## src/rtl/alu.sv

```systemverilog
// Execute-stage ALU with registered outputs: arithmetic/logic results, load/store
// effective address and memory flags, and branch/jump next-PC selection.
module alu (
    input  logic        clk,
    input  logic        rst_n,
    input  logic [5:0]  op,
    input  logic [31:0] rs,
    input  logic [31:0] rt,
    input  logic [31:0] i_data_2_ex,
    input  logic [31:0] pc4_out_2_ex,
    input  logic [4:0]  rd_add_value_2_ex,
    output logic [31:0] rd,
    output logic [31:0] A,
    output logic [31:0] pc4_out_2_ex_out,
    output logic        mem_read_2_ex,
    output logic        mem_to_reg_2_ex,
    output logic        mem_write_2_ex
);

    typedef enum logic [5:0] {
        OP_ADD  = 6'b000000,
        OP_ADDI = 6'b000001,
        OP_SUB  = 6'b000010,
        OP_SUBI = 6'b000011,
        OP_MUL  = 6'b000100,
        OP_MULI = 6'b000101,
        OP_OR   = 6'b000110,
        OP_ORI  = 6'b000111,
        OP_AND  = 6'b001000,
        OP_ANDI = 6'b001001,
        OP_XOR  = 6'b001010,
        OP_XORI = 6'b001011,
        OP_LDW  = 6'b001100,
        OP_STW  = 6'b001101,
        OP_BZ   = 6'b001110,
        OP_BEQ  = 6'b001111,
        OP_JR   = 6'b010000,
        OP_HALT = 6'b010001
    } opcode_e;

    logic [31:0] rd_next;
    logic [31:0] a_next;
    logic [31:0] pc_next;
    logic        mem_read_next;
    logic        mem_to_reg_next;
    logic        mem_write_next;
    logic [31:0] branch_target;

    // The destination address only travels alongside the stage; it never affects results.
    logic unused_rd_add;
    assign unused_rd_add = ^rd_add_value_2_ex;

    assign branch_target = pc4_out_2_ex - 32'd4 + (i_data_2_ex << 2);

    always_comb begin
        rd_next         = 32'd0;
        a_next          = 32'd0;
        pc_next         = pc4_out_2_ex;
        mem_read_next   = 1'b0;
        mem_to_reg_next = 1'b0;
        mem_write_next  = 1'b0;
        case (op)
            OP_ADD:  rd_next = rs + rt;
            OP_ADDI: rd_next = rs + i_data_2_ex;
            OP_SUB:  rd_next = rs - rt;
            OP_SUBI: rd_next = rs - i_data_2_ex;
            OP_MUL:  rd_next = rs * rt;
            OP_MULI: rd_next = rs * i_data_2_ex;
            OP_OR:   rd_next = rs | rt;
            OP_ORI:  rd_next = rs | i_data_2_ex;
            OP_AND:  rd_next = rs & rt;
            OP_ANDI: rd_next = rs & i_data_2_ex;
            OP_XOR:  rd_next = rs ^ rt;
            OP_XORI: rd_next = rs ^ i_data_2_ex;
            OP_LDW: begin
                a_next          = rs + i_data_2_ex;
                mem_read_next   = 1'b1;
                mem_to_reg_next = 1'b1;
            end
            OP_STW: begin
                a_next         = rs + i_data_2_ex;
                rd_next        = rt;
                mem_write_next = 1'b1;
            end
            OP_BZ:   if (rs == 32'd0) pc_next = branch_target;
            OP_BEQ:  if (rs == rt)    pc_next = branch_target;
            OP_JR:   pc_next = rs;
            default: ;
        endcase
    end

    always_ff @(posedge clk or negedge rst_n) begin
        if (!rst_n) begin
            rd               <= 32'd0;
            A                <= 32'd0;
            pc4_out_2_ex_out <= 32'd0;
            mem_read_2_ex    <= 1'b0;
            mem_to_reg_2_ex  <= 1'b0;
            mem_write_2_ex   <= 1'b0;
        end else begin
            rd               <= rd_next;
            A                <= a_next;
            pc4_out_2_ex_out <= pc_next;
            mem_read_2_ex    <= mem_read_next;
            mem_to_reg_2_ex  <= mem_to_reg_next;
            mem_write_2_ex   <= mem_write_next;
        end
    end

endmodule

```

## config.mk

```make
export PLATFORM = sky130hd
export DESIGN_NAME = alu
export DESIGN_NICKNAME = d
export VERILOG_FILES = /design/src/rtl/alu.sv
export SDC_FILE = /design/constraint.sdc
export NUM_CORES = 2
export LEC_CHECK = 0
export CORE_MARGIN = 2
export CORE_UTILIZATION = 58
export CTS_CLUSTER_DIAMETER = 60
export CTS_CLUSTER_SIZE = 14
export DETAILED_ROUTE_END_ITERATION = 16
export GPL_ROUTABILITY_DRIVEN = 1
export HOLD_SLACK_MARGIN = 0.06
export PLACE_DENSITY = 0.81
export SLEW_MARGIN = 20
export SYNTH_ARGS = -nofsm -noshare
export SYNTH_HDL_FRONTEND = slang
export SYNTH_SLANG_ARGS = --single-unit
```

## constraint.sdc

```tcl
create_clock -name clk -period 0.8 [get_ports clk]
set_clock_uncertainty 0.05 [all_clocks]
set_input_delay 0.12 -clock clk [delete_from_list [all_inputs] [get_ports clk]]
set_output_delay 0.12 -clock clk [all_outputs]
set_load 0.05 [all_outputs]
```

==> flow_results.org, run 1 <==
** Status
- Outcome :: aborted with a tool error
- Stage where the run ended :: 5_1_grt
- First Error :: [ERROR GRT-0232] Routing congestion too high. Check the congestion heatmap in the GUI.

** Logic synthesis
- Yosys synthesis warning count :: 0
- Of the post-synthesis cell area, the dominant cell type holds 0.365.
- Summed over all instances, the cell type with the most area after synthesis is fa_1.
- The mapped netlist covers 45000 um2.
- Syn Area/Cell :: 8.42 um2
- The number of nets in the synthesized netlist is 6718.
- Predominant post-synthesis flop cell :: dfrtp_1
- The cell count after synthesis came out at 5344.
- In the synthesized netlist the async set-or-reset flop fraction comes to 1.00.
- Number of enable flip-flop cells after synthesis :: 0
- For this run, the register share of the synthesized area comes to 0.0545.
- By count the netlist is led by 924 x inv_1, 820 x fa_1, 601 x nand2_1.
- Flip-flop and latch count after synthesis :: 98
- Unique cell type count in the Yosys netlist :: 78
- Ranked by total cell area, the synthesized netlist is headed by fa_1 37%, ha_1 11%, inv_1 7.7%.
- In the post-synthesis netlist, the cell with the most instances is inv_1.

** Clock network
- Root buffer cell :: clkbuf_16
- The tree built by TritonCTS fans out to 98 sinks.
- CTS max path bufs :: 2
- The H-tree was split into 3 levels.
- Number of CTS-inserted buffers :: 9

** Floorplan
- Horizontal die dimension :: 282 um
- For this configuration, the core starts out at a cell density of 0.583.
- Pin placement for this block handled 240 I/O pins.
- From bottom edge to top edge, the die measures 282 um.
- Placement Rows :: 102

** GRT
- Global routing finished with a remaining overflow of 270.
- Largest net degree at the start of global routing :: 65
- For this run, the total global-route usage over all layers was measured as 0.785.

** Placed design
- Global placement routability congestion :: 1.12
- Including well taps, the total number of placed cells is 7480.
- Once detailed placement completed, the half-perimeter wirelength came to 175 mm.
- In this run the tool buffered the top-level ports with 234 buffer cells.
- Timing analysis after detailed placement gives a worst setup slack of -6860 ps.
- Once placement finished, the instance area stood at 59800 um2.
## through the flow
stage	hold WS [ps]	setup TNS, ps	util
floorplan	-226	-221230	-
global placement	3.86	-344450	0.775
detailed placement	0.361	-351850	0.775
CTS	132	-298740	0.819
## logic make-up after synthesis
group / synth area share
xor gates and xnor gates: 0.0585
muxes: 0.00698
and+or+nand+nor: 0.184
adders and majority gates: 0.480
buffers and inverters: 0.103
AOI/OAI and AO/OA: 0.113
DFF: 0.0545
## what timing repair did
item                                    in CTS
buffers inserted                            91
resized for setup                          615
hold endpoints to repair                    98
hold buffers                                 1
endpoints found under the setup margin     197
pin swaps                                  318
cloned                                       7
## routing by layer
layer / GRT usage / overflow
met2: 0.919 / 111
met5: 0.457 / 7
met1: 0.806 / 23
met3: 0.668 / 22
met4: 0.709 / 107
==> run 2: changes to the inputs <==
==> config.mk (replaced) <==
export PLATFORM = sky130hd
export DESIGN_NAME = alu
export DESIGN_NICKNAME = d
export VERILOG_FILES = /design/src/rtl/alu.sv
export SDC_FILE = /design/constraint.sdc
export NUM_CORES = 2
export LEC_CHECK = 0
export CORE_MARGIN = 2
export CORE_UTILIZATION = 40
export DETAILED_ROUTE_END_ITERATION = 16
export GPL_ROUTABILITY_DRIVEN = 1
export PLACE_DENSITY_LB_ADDON = 0.15
export SLEW_MARGIN = 20
export SYNTH_ARGS = -nofsm -noshare
export SYNTH_HDL_FRONTEND = slang
export SYNTH_SLANG_ARGS = --single-unit
==> constraint.sdc (replaced) <==
create_clock -name clk -period 1 [get_ports clk]
set_clock_uncertainty 0.05 [all_clocks]
set_input_delay 0.15 -clock clk [delete_from_list [all_inputs] [get_ports clk]]
set_output_delay 0.15 -clock clk [all_outputs]
set_load 0.05 [all_outputs]
==> run 2 against run 1 <==
Net effect: the flow now finishes, with violations (negative setup slack); synthesized cell count is the same; area after synthesis is the same.
==> flow_results.org, run 2 <==
** Route
- The pre-antenna-repair detailed-routing pass consisted of 6 iterations.
- After detailed routing, the average wire length per cell comes to 29.0 um.
- Vias per Instance :: 5.58
- Violation count after the first detailed-route iteration :: 4705
- Once detail routing completed, the nets flagged for antenna violations numbered 0.
- DRC violation count after routing :: 0
- Final routed wirelength across all metal layers :: 235 mm
- For this block, the via count after detailed routing is 45300.

** Worst setup path
- Data on the critical path arrives at its endpoint at 7150 ps.
- Worst Setup Path Type :: in2reg
- The cell family contributing the most delay on the critical path is adder cells.
- Element type at the critical path start :: primary input
- Of all nets on the critical path, the largest fanout is 7.
- Kind of end point of the critical path :: flop
- Slowest cell delay on critical path :: 590 ps
- Worst path bufs/invs :: 10
- Worst path slowest cell :: or4_4
- For the worst setup path, the data required time is 1200 ps.

** Placed design
- Global placement routability congestion :: 1.08 (was 1.12)
- Port Buffer Count :: 234 (unchanged)
- Hpwl dp :: 196 mm (was 175 mm)
- Placed standard-cell area :: 60900 um2 (was 59800 um2)
- The pre-CTS setup slack came to -7010 ps (was -6860 ps).

** Timing
- Max-Slew Margin vs Limit :: 0.283
- On the final layout, the worst hold slack is 104 ps.
- Maximum operating frequency :: 144 MHz
- Setup violations remaining at the end of the flow were counted as 197.
- Subtracting the final worst setup slack from the clock period gives 6950 ps.
- The total count of max-transition violations in the final report was 0.
- Final critical-path share of the clock period :: 6.95
- Post-route worst setup slack :: -5950 ps
- At the pin with the least slew margin, the transition time is 1070 ps.
- The hold violation count in the final report was 0.
- RSZ-0062 raised after global routing :: yes

** Clock network
- After clock tree synthesis, the clock-pin slew on the worst setup and hold paths is 100 ps.
- TritonCTS built the clock tree.
- Number of clock sinks :: 98 (unchanged)
- The TritonCTS buffer count came to 9 (unchanged).
- The buffer levels on the longest clock path came to 2 (unchanged).
- Root buffer cell :: clkbuf_16 (unchanged)
- The deepest level of the CTS H-tree came to 3 (unchanged).

** Logic synthesis
- Number of enable flip-flop cells after synthesis :: 0 (unchanged)
- The synthesized-area fraction occupied by and/or/nand/nor cells is 0.184 (unchanged).
- The most frequently used flop master after synthesis is dfrtp_1 (unchanged).
- The XOR/XNOR share of the synthesized area is 0.0585 (unchanged).
- Area share of the largest cell type after synthesis :: 0.365 (unchanged)
- Nets in the synthesized netlist :: 6718 (unchanged)
- Syn Area/Cell :: 8.42 um2 (unchanged)
- The mux cell area share after synthesis came to 0.00698 (unchanged).
- The Yosys warning count was 0 (unchanged).
- Cell types occupying the most area after synthesis :: fa_1 37%, ha_1 11%, inv_1 7.7% (unchanged)
- Compound-cell area share of the yosys netlist :: 0.113 (unchanged)
- The share of synthesized registers carrying an async set or reset is 1.00 (unchanged).
- List of most frequent post-synthesis cells :: 924 x inv_1, 820 x fa_1, 601 x nand2_1 (unchanged)
- The cell taking the most area after synthesis was fa_1 (unchanged).
- Dominant combinational cell family by area after synthesis :: adder cells (unchanged)
- The leading cell type by number of instances after synthesis is inv_1 (unchanged).
- Synthesized cell area :: 45000 um2 (unchanged)
- The proportion of synthesized chip area in sequential cells came to 0.0545 (unchanged).
- Unique cell type count in the Yosys netlist :: 78 (unchanged)
- Flip-flop and latch count after synthesis :: 98 (unchanged)
- The gate count of the mapped netlist came to 5344 (unchanged).
- Adder-cell area share of the yosys netlist :: 0.480 (unchanged)

** Finish
- From synthesis to final layout, the design area changed by 45.9%.
- Of the cells placed in the final design, the portion with a size suffix greater than 1 is 0.314.
- The finished cells cover 65600 um2.
- The largest registers in the layout are A: 32 flops, pc4_out_2_ex_out: 32 flops, rd: 32 flops.
- Leaving out fill and tap cells, the most frequent cell in the layout is buf_4.
- Final-layout fill cell count :: 10100
- # nets final :: 7978
- The top cell types in the final layout, fill and taps aside, are 1053 x buf_4, 869 x inv_1, 767 x fa_1.

** GRT
- For met2 alone, demand over resource in global routing was 0.584.
- The total overflow left after global routing is 0.
- The number of global-route vias before repair was 46600.
- Antenna violations before repair :: 24
- Entering global routing, the biggest net connects 47 pins.
- For met1 alone, demand over resource in global routing was 0.571.
- The first global-routing pass estimated 336 mm of wire.
- For met3 alone, demand over resource in global routing was 0.108.
- In the global route stage, overall resource usage came out at 0.409.
- GRT Max-Usage Layer :: met2

** Status
- The final reports fail on negative setup slack.
- Outcome: finished with violations (was aborted with a tool error).

** Floorplan
- Starting utilization of the core area :: 0.401 (was 0.583)
- Vert. Die Dim :: 339 um (was 282 um)
- Area enclosed by the die boundary :: 115000 um2
- The die span in x was 339 um (was 282 um).
- CORE AREA :: 112000 um2
- The number of cell rows came to 123 (was 102).
- The total I/O pin count came to 240 (unchanged).

** Flow run
- # Max-Cap Violations :: 0

** Min path
- Worst min-delay path class :: in2async
==> run 2: cell counts after synthesis <==
Identical to the previous run, type by type.
==> run 2: per-stage QoR <==
stage / setup TNS [ps] / utilization / cells
global placement: -341140 / 0.543 / 7987
floorplan: -204500 / - / 5344
global route: -280980 / 0.586 / 8110
detailed placement: -342260 / 0.543 / 7987
CTS: -273120 / 0.573 / 8084
finish: -272150 / 0.586 / 8121
==> run 2: final cells by class <==
cell class | instances | area [um2] | share of cell area
clock buffers | 9 | 225 | 0.00343
inverters | 933 | 3570 | 0.0543
multi-input cells | 4011 | 41700 | 0.635
clock inverters | 7 | 70.1 | 0.00107
repair buffers | 1551 | 15800 | 0.240
diodes | 12 | 30.0 | 0.000457
flip-flops and latches | 98 | 2450 | 0.0374
well taps | 1500 | 1880 | 0.0286
==> run 2: worst max path at each step <==
stage / from / to / slack (ps) / cells after the start
2_1_floorplan: rt[7] / rd[26] / -5670 / 26
3_3_place_gp: i_data_2_ex[12] / rd[27] / -6950 / 29
6_report: rs[6] / rd[20] / -5950 / 30
5_1_grt: rs[11] / rd[31] / -6030 / 28
3_5_place_dp: i_data_2_ex[12] / rd[27] / -7010 / 29
4_1_cts: rs[11] / rd[27] / -5860 / 26
==> run 2: logic make-up after synthesis <==
| group | count (synthesis) |
|---|---|
| AND/OR/NAND/NOR | 1672 |
| flip-flops | 98 |
| multiplexers | 31 |
| AO/OA/AOI/OAI | 776 |
| buffers and inverters | 1235 |
| adder cells (fa/ha/maj) | 1233 |
| XOR/XNOR | 299 |
==> run 2: per-layer routing <==
layer	up-vias	wire length, um
met5	-	23
met4	4	14800
met3	550	27300
met2	2564	95400
met1	22800	97800
li1	19400	-
==> run 2: repair_timing <==
item,CTS,global route
cloned,9,1
setup endpoints to repair,197,197
setup buffers,75,29
pin swaps,213,162
endpoints found under the hold margin,98,0
hold buffers,1,0
gates resized for setup,587,283
Power of run 2 is not shown: default switching activity piles up to over one toggle a cycle in this logic, so the estimate is an artifact.
